<file path="src/rtl/csr_bus_master_pkg.sv">
// ============================================================================
// Module      : csr_bus_master_pkg
// Description : Shared constants and FSM state encoding for the CSR bus
//               master and the slave-side register blocks.
// Revision    : 1.0 - initial release
// ============================================================================
`default_nettype none

package csr_bus_master_pkg;

    // CSR address width: [13:10] selects the slave, [9:0] the register
    localparam int CSR_AW = 14;
    // CSR data width (always full words)
    localparam int CSR_DW = 32;
    // Width of the read-latency counter (read_wait up to 7)
    localparam int WAIT_W = 3;

    // Bridge FSM states
    typedef enum logic [2:0] {
        ST_IDLE      = 3'd0,
        ST_WRITE     = 3'd1,
        ST_READ_WAIT = 3'd2,
        ST_READ_DONE = 3'd3,
        ST_GAP       = 3'd4
    } csr_state_t;

endpackage : csr_bus_master_pkg

`default_nettype wire

</file>
<file path="src/rtl/csr_bus_master.sv">
// ============================================================================
// Module      : csr_bus_master
// Description : Wishbone classic slave to CSR bus initiator. Serialises single
//               32-bit accesses, issues one-cycle CSR write strobes and times
//               the fixed-latency CSR read path before acking Wishbone.
// Revision    : 1.0 - initial release
// ============================================================================
`default_nettype none

module csr_bus_master
    import csr_bus_master_pkg::*;
#(
    parameter int READ_WAIT = 1,   // cycles after the address cycle before csr_di is sampled (1..7)
    parameter int ADR_LSB   = 2    // Wishbone address bit mapped to csr_a[0]
) (
    input  logic              sys_clk,
    input  logic              sys_rst_n,
    input  logic [31:0]       wb_adr_i,
    input  logic [31:0]       wb_dat_i,
    output logic [31:0]       wb_dat_o,
    input  logic              wb_cyc_i,
    input  logic              wb_stb_i,
    input  logic              wb_we_i,
    output logic              wb_ack_o,
    output logic [CSR_AW-1:0] csr_a,
    output logic              csr_we,
    output logic [CSR_DW-1:0] csr_do,
    input  logic [CSR_DW-1:0] csr_di
);

    localparam logic [WAIT_W-1:0] c_wait_init = WAIT_W'(READ_WAIT);

    csr_state_t        r_state;
    csr_state_t        w_state_nxt;
    logic [WAIT_W-1:0] r_cnt;
    logic [WAIT_W-1:0] w_cnt_nxt;
    logic              w_ack_nxt;
    logic              w_we_nxt;
    logic [31:0]       w_dat_nxt;
    logic [CSR_AW-1:0] w_a_nxt;
    logic [CSR_DW-1:0] w_do_nxt;

    // New request: the ack term keeps a just-acked strobe from re-triggering
    logic              w_req;
    logic [CSR_AW-1:0] w_adr;
    // Address bits outside the CSR window are decoded by the interconnect
    logic              w_unused_adr;

    assign w_req        = wb_cyc_i & wb_stb_i & ~wb_ack_o;
    assign w_adr        = wb_adr_i[ADR_LSB + CSR_AW - 1 : ADR_LSB];
    assign w_unused_adr = ^wb_adr_i;

    // Next-state and next-output logic for the access sequencer
    always_comb begin
        w_state_nxt = r_state;
        w_cnt_nxt   = r_cnt;
        w_ack_nxt   = 1'b0;
        w_we_nxt    = 1'b0;
        w_dat_nxt   = wb_dat_o;
        w_a_nxt     = csr_a;
        w_do_nxt    = csr_do;

        case (r_state)
            ST_IDLE: begin
                if (w_req) begin
                    w_a_nxt  = w_adr;
                    w_do_nxt = wb_dat_i;
                    w_we_nxt = wb_we_i;
                    if (wb_we_i) begin
                        // Write strobe and ack share the same cycle
                        w_ack_nxt   = 1'b1;
                        w_state_nxt = ST_WRITE;
                    end else begin
                        w_cnt_nxt   = c_wait_init;
                        w_state_nxt = ST_READ_WAIT;
                    end
                end
            end
            ST_WRITE: begin
                w_state_nxt = ST_GAP;
            end
            ST_READ_WAIT: begin
                if (!wb_cyc_i) begin
                    // Master gave up: no ack, read data left untouched
                    w_state_nxt = ST_IDLE;
                end else if (r_cnt == '0) begin
                    w_dat_nxt   = csr_di;
                    w_ack_nxt   = 1'b1;
                    w_state_nxt = ST_READ_DONE;
                end else begin
                    w_cnt_nxt = r_cnt - 1'b1;
                end
            end
            ST_READ_DONE: begin
                w_state_nxt = ST_GAP;
            end
            ST_GAP: begin
                w_state_nxt = ST_IDLE;
            end
            default: begin
                w_state_nxt = ST_IDLE;
            end
        endcase
    end

    // State and output registers with synchronous active-low reset
    always_ff @(posedge sys_clk) begin
        if (!sys_rst_n) begin
            r_state  <= ST_IDLE;
            r_cnt    <= '0;
            wb_ack_o <= 1'b0;
            wb_dat_o <= '0;
            csr_a    <= '0;
            csr_we   <= 1'b0;
            csr_do   <= '0;
        end else begin
            r_state  <= w_state_nxt;
            r_cnt    <= w_cnt_nxt;
            wb_ack_o <= w_ack_nxt;
            wb_dat_o <= w_dat_nxt;
            csr_a    <= w_a_nxt;
            csr_we   <= w_we_nxt;
            csr_do   <= w_do_nxt;
        end
    end

endmodule : csr_bus_master

`default_nettype wire

</file>
<file path="config.mk">
export PLATFORM = sky130hd
export DESIGN_NAME = csr_bus_master
export DESIGN_NICKNAME = d
export VERILOG_FILES = /design/src/rtl/csr_bus_master_pkg.sv /design/src/rtl/csr_bus_master.sv
export SDC_FILE = /design/constraint.sdc
export NUM_CORES = 1
export LEC_CHECK = 0
export BUFFER_PORTS_ARGS = -buffer_cell sky130_fd_sc_hd__buf_2
export CORE_AREA = 2 2 94 96
export CTS_CLUSTER_SIZE = 25
export DETAILED_ROUTE_END_ITERATION = 10
export DIE_AREA = 0 0 96 98
export PLACE_DENSITY_LB_ADDON = 0.12
export SYNTH_ARGS = -nofsm -noshare
export SYNTH_HDL_FRONTEND = slang
export SYNTH_SLANG_ARGS = --single-unit
export TNS_END_PERCENT = 20
</file>
<file path="constraint.sdc">
create_clock -name sys_clk -period 1.7 [get_ports sys_clk]
set_input_delay 0.34 -clock sys_clk [delete_from_list [all_inputs] [get_ports sys_clk]]
set_output_delay 0.34 -clock sys_clk [all_outputs]
set_load 0.005 [all_outputs]
</file>
# [Word level (Yosys, flattened, before mapping)]
# Index checks and enable logic that the tools add are counted.
[totals] elab_cells=43 ff_bits=86 input_bits=101
[classes] mux=15 n_eq_ne=8 n_addsub=1 n_reduce_logical=9 n_bitwise=3
[op_table] cell="3-bit 2-to-1 mux" n=7
[op_table] cell="3-bit case mux with 3 select lines" n=1
[op_table] cell="2-bit != test (second input constant)" n=4
[op_table] cell="3-bit by 2-bit equality test with 1-bit output (second input constant)" n=2
[op_table] cell="3-bit logical NOT" n=2
[op_table] cell="3-bit case mux with 2 select lines" n=1
[op_table] cell="3-bit AND reduction" n=2
[op_table] cell="5-bit AND reduction" n=1
[op_table] cell="1-bit 2-to-1 mux" n=4
[op_table] cell="2-bit AND reduction" n=2
[op_table] cell="3-bit by 1-bit equality test with 1-bit output (second input constant)" n=1
[op_table] cell="3-bit != test (second input constant)" n=1
[op_table] cell="3-bit by 1-bit subtractor with 3-bit output (second input constant)" n=1
[op_table] cell="1-bit bitwise AND" n=2
[op_table] cell="2-bit 2-to-1 mux" n=1
[op_table] cell="1-bit case mux with 2 select lines" n=1
[op_table] cell="2-bit nonzero test" n=1
[op_table] cell="2-bit OR reduction" n=1
[op_table] cell="1-bit NOT" n=1

# [Depth between registers and ports, before layout]
# Gate-level depths: netlist of run 1.
[depth] ltp_word=4 ltp_mapped=8

# [Worst setup path after synthesis of run 1]
# No wires, ideal clock.
[synth_timing] kind="reg-to-reg" start="register r_cnt[0]" end="register wb_dat_o[10]" arrival_ns=1.498 path_stages_with_launch=9 synth_period_minus_slack_ns=1.620 setup_slack_ns=0.080 path_buffers=2 required_time_ns=1.578 path_cell_list="dfxtp_1 inv_1 ha_1 nand2b_1 or4_1 clkbuf_1 clkbuf_1 nand2_1 a21boi_0"
[synth_between] elab_chain_len=2
[synth_lines] item="from (decl)" line_no="csr_bus_master.sv:35" text="logic [WAIT_W-1:0] r_cnt;"
[synth_lines] item="from (signal assigned)" line_no="csr_bus_master.sv:118" text="r_cnt <= w_cnt_nxt;"
[synth_lines] item="3-bit logical NOT" line_no="csr_bus_master.sv:86" text="end else if (r_cnt == '0) begin"
[synth_lines] item="3-bit AND reduction (no source line)"
[synth_lines] item="to (signal assigned)" line_no="csr_bus_master.sv:120" text="wb_dat_o <= w_dat_nxt;"
[synth_lines] item="to (decl)" line_no="csr_bus_master.sv:20" text="output logic [31:0] wb_dat_o,"
# Every way passes these cells.
# A chain may end at the register's enable or synchronous reset.

# [Worst setup path in the final report of run 1]
[layout_timing] start="register r_state[2]" end="register csr_do[29]"
[layout_between] elab_chain_len=2
[layout_lines] item="from (decl)" line_no="csr_bus_master.sv:33" text="csr_state_t r_state;"
[layout_lines] item="from (signal assigned)" line_no="csr_bus_master.sv:117" text="r_state <= w_state_nxt;"
[layout_lines] item="3-bit logical NOT" line_no="csr_bus_master.sv:63" text="case (r_state)"
[layout_lines] item="2-bit AND reduction (no source line)"
[layout_lines] item="to (signal assigned)" line_no="csr_bus_master.sv:123" text="csr_do <= w_do_nxt;"
[layout_lines] item="to (decl)" line_no="csr_bus_master.sv:27" text="output logic [CSR_DW-1:0] csr_do,"
# Every way passes these cells.

==> results of run 1 <==
placed cells by master (no fill, tap or decap), types with 2 or more instances in the layout:
master	count
clkbuf_1	2
nand2b_1	3
mux2i_1	2
dfxtp_1	85
clkbuf_8	9
buf_2	162
a21boi_1	52
nor2_1	4
bufinv_16	2
inv_1	3
nor3_1	2
and3_1	2
a21boi_0	26
ha_1	2
buf_12	4
nand2_1	163
buf_4	7
or4_1	3
final timing paths:
kind	start	end	slack (ns)	depth (start not counted)
worst max-delay path	r_state[2]	csr_do[29]	0.13	6
worst min-delay path	csr_di[3]	wb_dat_o[3]	0.22	3
worst max register to register	r_state[2]	csr_do[29]	0.13	6
worst min register to register	csr_do[7]	csr_do[7]	0.45	2
critical path, cell delays in order (launching register included):
cell and delay (ns):
dfxtp_1 0.31, or3b_1 0.40, buf_4 0.16, nor3_4 0.17, buf_12 0.22, nand2_1 0.07
a21boi_0 0.16
what timing repair did:
| item | CTS | global route |
|---|---|---|
| gates resized for setup | 0 | 5 |
| setup endpoints to repair | 0 | 13 |
| endpoints found under the hold margin | 0 | 0 |
power breakdown:
part	switching (mW)	total, mW	internal [mW]
sequential	0.0318	2.11	2.08
clock	0.683	1.50	0.819
combinational	0.197	0.408	0.210
cells by family (layout without fill, tap and decap cells):
kind of cell | after synthesis | after routing
AO/OA/AOI/OAI | 80 | 80
adder cells (fa/ha/maj) | 2 | 2
buffers and inverters | 29 | 191
flip-flops | 86 | 86
multiplexers | 2 | 2
AND/OR/NAND/NOR | 184 | 184
registers in the layout (all words and copies together), names as in the netlist:
signal / flops
r_cnt: 3
csr_we: 1
csr_do: 32
wb_dat_o: 32
wb_ack_o: 1
r_state: 3
csr_a: 14
metrics by stage:
step	hold slack, ns	cell area, um2	TNS (ns)	instances	util, %
after floorplan	0.4347	3273	0	383	-
after global placement	0.4376	4222	0	638	49.87
after detailed placement	0.4422	4222	-0.007877	638	49.87
after CTS	0.2068	4425	0	653	52.28
after global routing	0.2066	4431	0	653	52.34
final	0.2232	4431	0	653	52.34
routing by layer:
layer  GRT usage (%)  wire length [um]  vias up
met5               0                 0        -
met4           6.264               112        0
met3           6.019               769        8
met2           27.51              3362      105
met1           18.84              3355     1331
li1                -                 -     1544
cell type report:
cell class | count | area [um2]
clock buffer | 11 | 131.4
clock inverter | 4 | 72.57
fill | 879 | 4035
inverter | 3 | 11.26
multi-input combinational | 268 | 1414
sequential | 86 | 1723
tap | 108 | 135.1
timing repair buffer | 173 | 943.4
==> reports/results.ini, run 1 <==
[timing]
hold_violations=0
fmaxAchievable_mhz=638.4
setup_violations=0
fin_ws_ns=0.1335
tightestPinTransition_ns=0.3550
slew_viol_final=0
min_period_ns=1.566
slew_headroom_pct=76.34
finClkSkew_ns=0.009061
fin_crit_sh_pct=92.15
rsz0062_at_grt=no

[logic_synthesis]
muxShareOfSynthArea_pct=0.6116
yosys_warnings=0
netlist_instances=383
seq_area_frac_synth_pct=52.60
yosys-top-cells-area=dfxtp_1 53%, nand2_1 19%, a21boi_1 11%, a21boi_0 6.7%, clkbuf_1 1.8%
synth_top_family_by_area=simple AND/OR/NAND/NOR gates
synth_area_um2=3273
synth-xor-area-share_pct=0
synth-compound-area-share_pct=18.39
yosysMostFrequentCell=nand2_1
synth_seq_cells=86
async_reset_ff_share_pct=0
synthFlopType=dfxtp_1
synth_edf_count=0
synth_common_cells=163 x nand2_1, 86 x dfxtp_1, 49 x a21boi_1, 29 x a21boi_0, 16 x clkbuf_1
yosysUniqueCellTypes=24
netlist.area_leader.share_pct=52.60
syn-num-nets=486
synth-adder-area-share_pct=0.7645
syn_avg_cell_area_um2=8.546
yosys.area.top_type=dfxtp_1
yosys.area_share.simple_pct=22.86

[pwr]
ir_worst_vdd_v=0.0004314
power.total_mw=4.025
power.density_nw_per_um2=908.5
leakage_nw=2.039

[routing]
wire_per_inst_um=11.64
drtIter0Drc=103
drt-vias-per-instance=4.576
postRouteWirelength_mm=7.600
ant_nets=0
first_pass_iters=4
route.detailed.drc=0
dr_total_vias=2988

[setup_path]
crit_arrival_ns=1.82
cp-end-kind=flop
critPathMaxFanout=35
worstSetupStartpointType=flop
path_class=flop to flop
crit_required_ns=1.96

[floorplan]
die_w_um=96
dieArea_um2=9408
coreArea_um2=8466
initial_core_util_pct=38.66
io_pins=181
num_rows=34
die_h_um=98

[grt]
grt_first_pass_wirelength_mm=12.34
grt-ovfl-total=0
antenna_found_initial=0
grt_max_degree=47
grt_pass1_vias=2794
track_usage_pct=16.43

[final_layout]
syn_to_final_growth_pct=35.36
drive_gt1_share_pct=34.86
nets=644
num_antenna_cells=0

[placement]
place_congestion=0.7254
port_buffers=162
dp_hpwl_mm=5.359
pre_cts_ws_ns=-0.007877

[outcome]
outcome=complete, no violations

[flow_run]
maxCapViolations=0

[clocking]
cts_tree=done
clk_latency_ns=0.34
htree_levels=3
cts_buffers=9
clock_sinks=86
postCtsSetupBuffers=0
postCtsHoldBufs=0
clk_path_buf_depth=2
path_clk_slew_ns=0.08
cts-root-buf=clkbuf_8

[hold_path]
hold_class=input port to flop

Note: power is estimated with default switching activity, not from simulation.
==> run 2: changes to the inputs <==
--- a/config.mk
+++ b/config.mk
@@ -10,7 +10,9 @@
 export CTS_CLUSTER_SIZE = 25
 export DETAILED_ROUTE_END_ITERATION = 10
 export DIE_AREA = 0 0 96 98
+export GPL_TIMING_DRIVEN = 0
 export PLACE_DENSITY_LB_ADDON = 0.12
+export SETUP_SLACK_MARGIN = 0.3
 export SYNTH_ARGS = -nofsm -noshare
 export SYNTH_HDL_FRONTEND = slang
 export SYNTH_SLANG_ARGS = --single-unit
==> reports/results.ini, run 2 (same netlist as run 1, synthesis figures left out) <==
[routing]
dr_total_vias=3105  ; +3.9%
ant_nets=0  ; unchanged
drt-vias-per-instance=4.580  ; about the same
route.detailed.drc=0  ; unchanged
drtIter0Drc=71  ; -31%
postRouteWirelength_mm=8.447  ; +11%
first_pass_iters=6  ; +2
wire_per_inst_um=12.46  ; +7.0%

[grt]
grt_max_degree=14  ; -70%
track_usage_pct=18.30  ; +1.9 points
antenna_found_initial=0  ; unchanged
grt-ovfl-total=0  ; unchanged
grt_pass1_vias=2816  ; +0.79%
grt_first_pass_wirelength_mm=13.39  ; +8.5%

[setup_path]
critPathSlowestCell=or4_4
crit_family=simple AND/OR/NAND/NOR gates
path_buf_inv=2  ; unchanged
path_cells=nand2_1 > or4_4 > clkbuf_16 > clkbuf_16 > nand2_1 > a21boi_1
cpPeakStageDelay_ns=0.52  ; +0.12 ns
path_class=flop to flop
critPathMaxFanout=8  ; -77%
worstSetupStartpointType=flop
cp-end-kind=flop
crit_arrival_ns=1.87  ; +0.05 ns
crit_required_ns=1.94  ; -0.02 ns

[final_layout]
layout_common_cells=164 x buf_2, 143 x nand2_1, 81 x dfxtp_1, 66 x a21boi_1, 17 x nand2_2
syn_to_final_growth_pct=46.37
num_antenna_cells=0  ; unchanged
drive_gt1_share_pct=42.28  ; +7.4 points
final_area_um2=4791  ; +8.1%
num-fill-cells=827  ; -5.9%
nets=670  ; +4.0%
top_regs=csr_do x32, wb_dat_o x32, csr_a x14
final_common_cell=buf_2
fin_util_pct=56.59  ; +4.3 points
instances_no_fill=678  ; +3.8%

[timing]
fmaxAchievable_mhz=612.8  ; -4.0%
fin_crit_sh_pct=95.99  ; +3.8 points
slew_viol_final=0  ; unchanged
slew_headroom_pct=61.98  ; -14 points
tightestPinTransition_ns=0.5704  ; +0.2154 ns
finClkSkew_ns=0.007166  ; -0.001894 ns
hold_violations=0  ; unchanged
rsz0062_at_grt=yes
min_period_ns=1.632  ; +0.06534 ns
setup_violations=0  ; unchanged
fin_setup_tns_ns=0  ; unchanged

[outcome]
outcome=complete, no violations

[floorplan]
initial_core_util_pct=38.66  ; unchanged
io_pins=181  ; unchanged
die_h_um=98  ; unchanged
coreArea_um2=8466  ; unchanged
die_w_um=96  ; unchanged
num_rows=34  ; unchanged
dieArea_um2=9408  ; unchanged

[pwr]
power.total_mw=4.219  ; +4.8%
leakage_nw=2.205  ; +8.2%
ir_worst_vdd_v=0.0003614  ; -16%
power.density_nw_per_um2=880.7  ; -3.1%

[hold_path]
hold_class=input port to flop

[clocking]
htree_levels=3  ; unchanged
clk_latency_ns=0.34  ; about the same
cts_buffers=9  ; unchanged
path_clk_slew_ns=0.08  ; about the same
cts_tree=done
clock_sinks=86  ; unchanged
cts-root-buf=clkbuf_8
clk_path_buf_depth=2  ; unchanged

[placement]
dp_cells=653  ; +2.4%
dp_hpwl_mm=6.181  ; +15%
port_buffers=162  ; unchanged
place_congestion=0.7892  ; +8.8%
dpl_cell_area_um2=4282  ; +1.4%

[flow_run]
maxCapViolations=0  ; unchanged

==> run 2: cell count changes in the layout (fill, tap and decap cells not counted), moves of 3 or more <==
| cell | before | now |
|---|---|---|
| nand2_1 | 163 | 143 |
| nand2_4 | 0 | 3 |
| a21boi_1 | 52 | 66 |
| clkbuf_16 | 0 | 4 |
| buf_4 | 7 | 11 |
| a21boi_0 | 26 | 8 |
| clkbuf_1 | 2 | 10 |
| buf_8 | 0 | 3 |
| nand2_2 | 0 | 17 |
| buf_12 | 4 | 0 |
| dfxtp_1 | 85 | 81 |
| a21boi_2 | 0 | 4 |
| buf_6 | 0 | 6 |
==> run 2: cell type report <==
| type | count | area (um2) | share of cell area (%) |
|---|---|---|---|
| inverter | 3 | 11.26 | 0.2350 |
| timing repair buffer | 173 | 912.1 | 19.04 |
| multi-input combinational | 268 | 1515 | 31.63 |
| buffer | 26 | 259.0 | 5.406 |
| tap | 108 | 135.1 | 2.821 |
| sequential | 86 | 1733 | 36.17 |
| clock inverter | 4 | 97.59 | 2.037 |
| clock buffer | 10 | 127.6 | 2.664 |
==> run 2: through the flow <==
| stage | setup WS, ns | hold slack, ns |
|---|---|---|
| CTS | 0.07963 | 0.2066 |
| global placement | 0.00005607 | 0.4371 |
| global route | 0.002987 | 0.2025 |
| finish | 0.06819 | 0.2222 |
| floorplan | 0.1484 | 0.4403 |
| detailed placement | -0.04380 | 0.4433 |
==> run 2: worst register-to-register path: cells and delay by family (launching register included) <==
kind,cells,cell delay (ns)
buf+inv,2,0.35
compound gates,1,0.06
simple gates,3,0.72
flops,1,0.40
==> run 2: per-layer routing <==
| layer | share of wire [%] | global-route usage [%] | vias to the layer above |
|---|---|---|---|
| met5 | 0 | 0 | - |
| met4 | 1.1 | 5.275 | 0 |
| met3 | 6.3 | 4.707 | 11 |
| met2 | 47 | 30.34 | 85 |
| met1 | 45 | 23.28 | 1407 |
| li1 | - | - | 1602 |
==> run 2: final timing paths <==
kind	startpoint	end	slack [ns]	depth (start not counted)
worst max register to register	r_state[1]	wb_dat_o[6]	0.07	6
worst min register to register	csr_do[7]	csr_do[7]	0.45	2
worst min-delay path	wb_dat_i[10]	csr_do[10]	0.22	3
worst max-delay path	r_state[1]	wb_dat_o[6]	0.07	6
==> run 2: what timing repair did <==
| action | CTS | global route |
|---|---|---|
| pin swaps | 9 | 3 |
| endpoints found under the setup margin | 82 | 82 |
| buffers inserted | 6 | 1 |
| hold buffers | 0 | 0 |
| cloned | 4 | 0 |
| resized for setup | 37 | 22 |
==> run 2: where the power goes <==
part	leakage [nW]	internal (mW)	total [mW]	switching (mW)
sequential	0.701	2.08	2.12	0.0354
clock	0.108	0.961	1.64	0.682
combinational	1.40	0.246	0.459	0.214
==> run 3: changes to the inputs <==
--- a/config.mk
+++ b/config.mk
@@ -5,11 +5,12 @@
 export SDC_FILE = /design/constraint.sdc
 export NUM_CORES = 1
 export LEC_CHECK = 0
+export ABC_AREA = 1
 export BUFFER_PORTS_ARGS = -buffer_cell sky130_fd_sc_hd__buf_2
-export CORE_AREA = 2 2 94 96
+export CORE_AREA = 2 2 93 95
 export CTS_CLUSTER_SIZE = 25
 export DETAILED_ROUTE_END_ITERATION = 10
-export DIE_AREA = 0 0 96 98
+export DIE_AREA = 0 0 95 97
 export GPL_TIMING_DRIVEN = 0
 export PLACE_DENSITY_LB_ADDON = 0.12
 export SETUP_SLACK_MARGIN = 0.3
==> reports/results.ini, run 3 <==
[logic_synthesis]
yosys-top-cells-area=dfxtp_1 55%, nor2_1 20%, o21ai_0 7.9%, o21ai_1 5.0%, nand2_1 1.6%
syn-num-nets=497  ; +2.3%
synth_edf_count=0  ; unchanged
yosysUniqueCellTypes=22  ; -8.3%
synth_seq_cells=86  ; unchanged
netlist.area_leader.share_pct=55.44  ; +2.8 points
seq_area_frac_synth_pct=55.44  ; +2.8 points
yosysMostFrequentCell=nor2_1
yosys.area.top_type=dfxtp_1
synthFlopType=dfxtp_1
syn_avg_cell_area_um2=7.882  ; -7.8%
yosys_warnings=0  ; unchanged
netlist_instances=394  ; +2.9%
synth_area_um2=3105  ; -5.1%
synth_common_cells=162 x nor2_1, 86 x dfxtp_1, 49 x o21ai_0, 31 x o21ai_1, 13 x nand2_1
async_reset_ff_share_pct=0  ; unchanged

[pwr]
netSwitchingFraction_pct=26.03  ; +4.0 points
seqPwrFrac_pct=50.2  ; about the same
leakage_nw=2.328  ; +5.6%
p_comb_share_pct=16.5  ; +5.6 points
clkPwrFrac_pct=33.3  ; -5.6 points
intPower_mw=3.270  ; -0.55%
power.switching_mw=1.151  ; +24%
power.total_mw=4.421  ; +4.8%
ir_worst_vdd_v=0.0004364  ; +21%
power.density_nw_per_um2=948.0  ; +7.6%

[routing]
drtIter0Drc=91  ; +28%
dr_total_vias=3142  ; +1.2%
ant_nets=0  ; unchanged
postRouteWirelength_mm=8.745  ; +3.5%
wire_per_inst_um=12.67  ; +1.7%
route.detailed.drc=0  ; unchanged
drt-vias-per-instance=4.554  ; -0.57%
first_pass_iters=4  ; -2

[grt]
grt_first_pass_wirelength_mm=13.41  ; +0.15%
track_usage_pct=18.24  ; -0.063 points
grt_max_degree=15  ; +1
use_met1_pct=22.58  ; -0.69 points
met3_usage_pct=7.321  ; +2.6 points
grt_pass1_vias=2927  ; +3.9%
grt_use_met2_pct=28.70  ; -1.6 points
grt-busiest-layer=met2
antenna_found_initial=0  ; unchanged
grt-ovfl-total=0  ; unchanged

[timing]
fin_setup_tns_ns=0  ; unchanged
min_period_ns=1.421  ; -0.2112 ns
whs_ns=0.2095  ; -0.01272 ns
slew_headroom_pct=68.49  ; +6.5 points
rsz0062_at_grt=yes
setup_violations=0  ; unchanged
finClkSkew_ns=0.01264  ; +0.005476 ns
fin_crit_sh_pct=83.57  ; -12 points
fmaxAchievable_mhz=703.9  ; +15%
slew_viol_final=0  ; unchanged
hold_violations=0  ; unchanged
fin_ws_ns=0.2793  ; +0.2112 ns
tightestPinTransition_ns=0.4727  ; -0.09766 ns

[final_layout]
final_common_cell=buf_2
nets=683  ; +1.9%
fin_util_pct=57.33  ; +0.74 points
instances_no_fill=690  ; +1.8%
seq_area_um2=1724  ; -0.51%
top_regs=csr_do x32, wb_dat_o x32, csr_a x14
num_antenna_cells=0  ; unchanged
final_area_um2=4663  ; -2.7%
num-fill-cells=776  ; -6.2%
layout_common_cells=165 x buf_2, 149 x nor2_1, 84 x dfxtp_1, 41 x o21ai_1, 32 x o21ai_0
drive_gt1_share_pct=40.85  ; -1.4 points
syn_to_final_growth_pct=50.16
multi_input_area_um2=1309  ; -14%

[setup_path]
crit_family=simple AND/OR/NAND/NOR gates
crit_arrival_ns=1.70  ; -0.17 ns
worstSetupStartpointType=flop
critPathMaxFanout=8  ; unchanged
critPathSlowestCell=dfxtp_2
r2r_start=r_state[0]
path_buf_inv=3  ; +1
crit_required_ns=1.98  ; +0.04 ns
path_class=flop to flop
setup.worst_path.start=r_state[0]
cpPeakStageDelay_ns=0.34  ; -0.18 ns
crit_path_frequent_cell=nor2_1
path_cells=nor2_4 > nand2_2 > inv_4 > nand4_4 > inv_8 > buf_8 > nor2_1 > nor2_1
cp-end-kind=flop

[floorplan]
die_w_um=95  ; -1.0%
initial_core_util_pct=38.18  ; -0.49 points
die_h_um=97  ; -1.0%
num_rows=33  ; -2.9%
dieArea_um2=9215  ; -2.1%
coreArea_um2=8134  ; -3.9%
io_pins=181  ; unchanged

[clocking]
cts-root-buf=clkbuf_8
clk_latency_ns=0.35  ; about the same
clock_sinks=86  ; unchanged
cts_tree=done
path_clk_slew_ns=0.09  ; about the same
clk_path_buf_depth=2  ; unchanged
postCtsHoldBufs=0  ; unchanged
cts_buffers=9  ; unchanged
htree_levels=3  ; unchanged

[hold_path]
min_from=wb_adr_i[15]
hold_class=input port to flop

[placement]
pre_cts_ws_ns=0.1567  ; +0.2005 ns
place_congestion=0.8139  ; +3.1%
port_buffers=161  ; -0.62%
dp_cells=660  ; +1.1%
dp_hpwl_mm=6.189  ; +0.12%
dpl_cell_area_um2=4043  ; -5.6%

[outcome]
outcome=complete, no violations

[flow_run]
maxCapViolations=0  ; unchanged

## run 3: changes by cell type after synthesis, sizes merged, moves of 6 or more
cell | previous run | this run
a21boi | 78 | 0
a21oi | 0 | 7
clkbuf | 16 | 10
inv | 3 | 12
nand2 | 163 | 13
nor2 | 4 | 163
o21ai | 0 | 80
## run 3: worst min-delay path, delay by kind of cell
kind / cells / cell delay [ns]
buffers and inverters: 1 / 0.07
and+or+nand+nor: 2 / 0.11
## run 3: power by group through the flow
stage | logic [mW] | clock network (mW) | registers (mW)
after floorplan | 0.318 | 0 | 2.27
after global placement | 0.626 | 0 | 2.25
after detailed placement | 0.631 | 0 | 2.26
after CTS | 0.644 | 1.53 | 2.21
after global routing | 0.825 | 1.63 | 2.24
final | 0.731 | 1.47 | 2.22
## run 3: cells by family (layout without fill, tap and decap cells)
group | Yosys count | in the layout | share of synthesized area (%)
AOI/OAI and AO/OA | 87 | 87 | 14.02
xor gates and xnor gates | 1 | 1 | 0.2821
adders and majority gates | 2 | 2 | 0.8057
buffers and inverters | 36 | 226 | 6.245
DFF | 86 | 86 | 55.44
and+or+nand+nor | 182 | 183 | 23.21
## run 3: timing repair
action                                  in CTS  in global routing
hold endpoints to repair                     0                  0
cloned                                       0                  7
buffers inserted                             2                  5
resized for setup                           12                 63
endpoints found under the setup margin      31                 80
pin swaps                                    0                 27
## run 3: path summary, 6_finish.rpt
| check | end | slack (ns) | depth (start not counted) |
|---|---|---|---|
| setup / recovery | wb_dat_o[13] | 0.28 | 8 |
| hold / removal | csr_a[13] | 0.21 | 3 |
| setup reg to reg | wb_dat_o[13] | 0.28 | 8 |
| hold reg to reg | r_state[2] | 0.46 | 1 |
## run 3: layout make-up
| cell class | instances | share of cell area, % |
|---|---|---|
| timing repair buffer | 174 | 21.97 |
| inverter | 12 | 1.234 |
| multi-input combinational | 273 | 28.07 |
| buffer | 24 | 4.454 |
| clock buffer | 11 | 3.247 |
| tap | 105 | 2.817 |
| sequential | 86 | 36.97 |
| clock inverter | 5 | 1.234 |
## run 3: routing by layer
layer	share of wire, %	up-vias
met2	45	122
met4	1.7	0
met3	9.6	13
met1	44	1373
li1	-	1634
met5	0	-
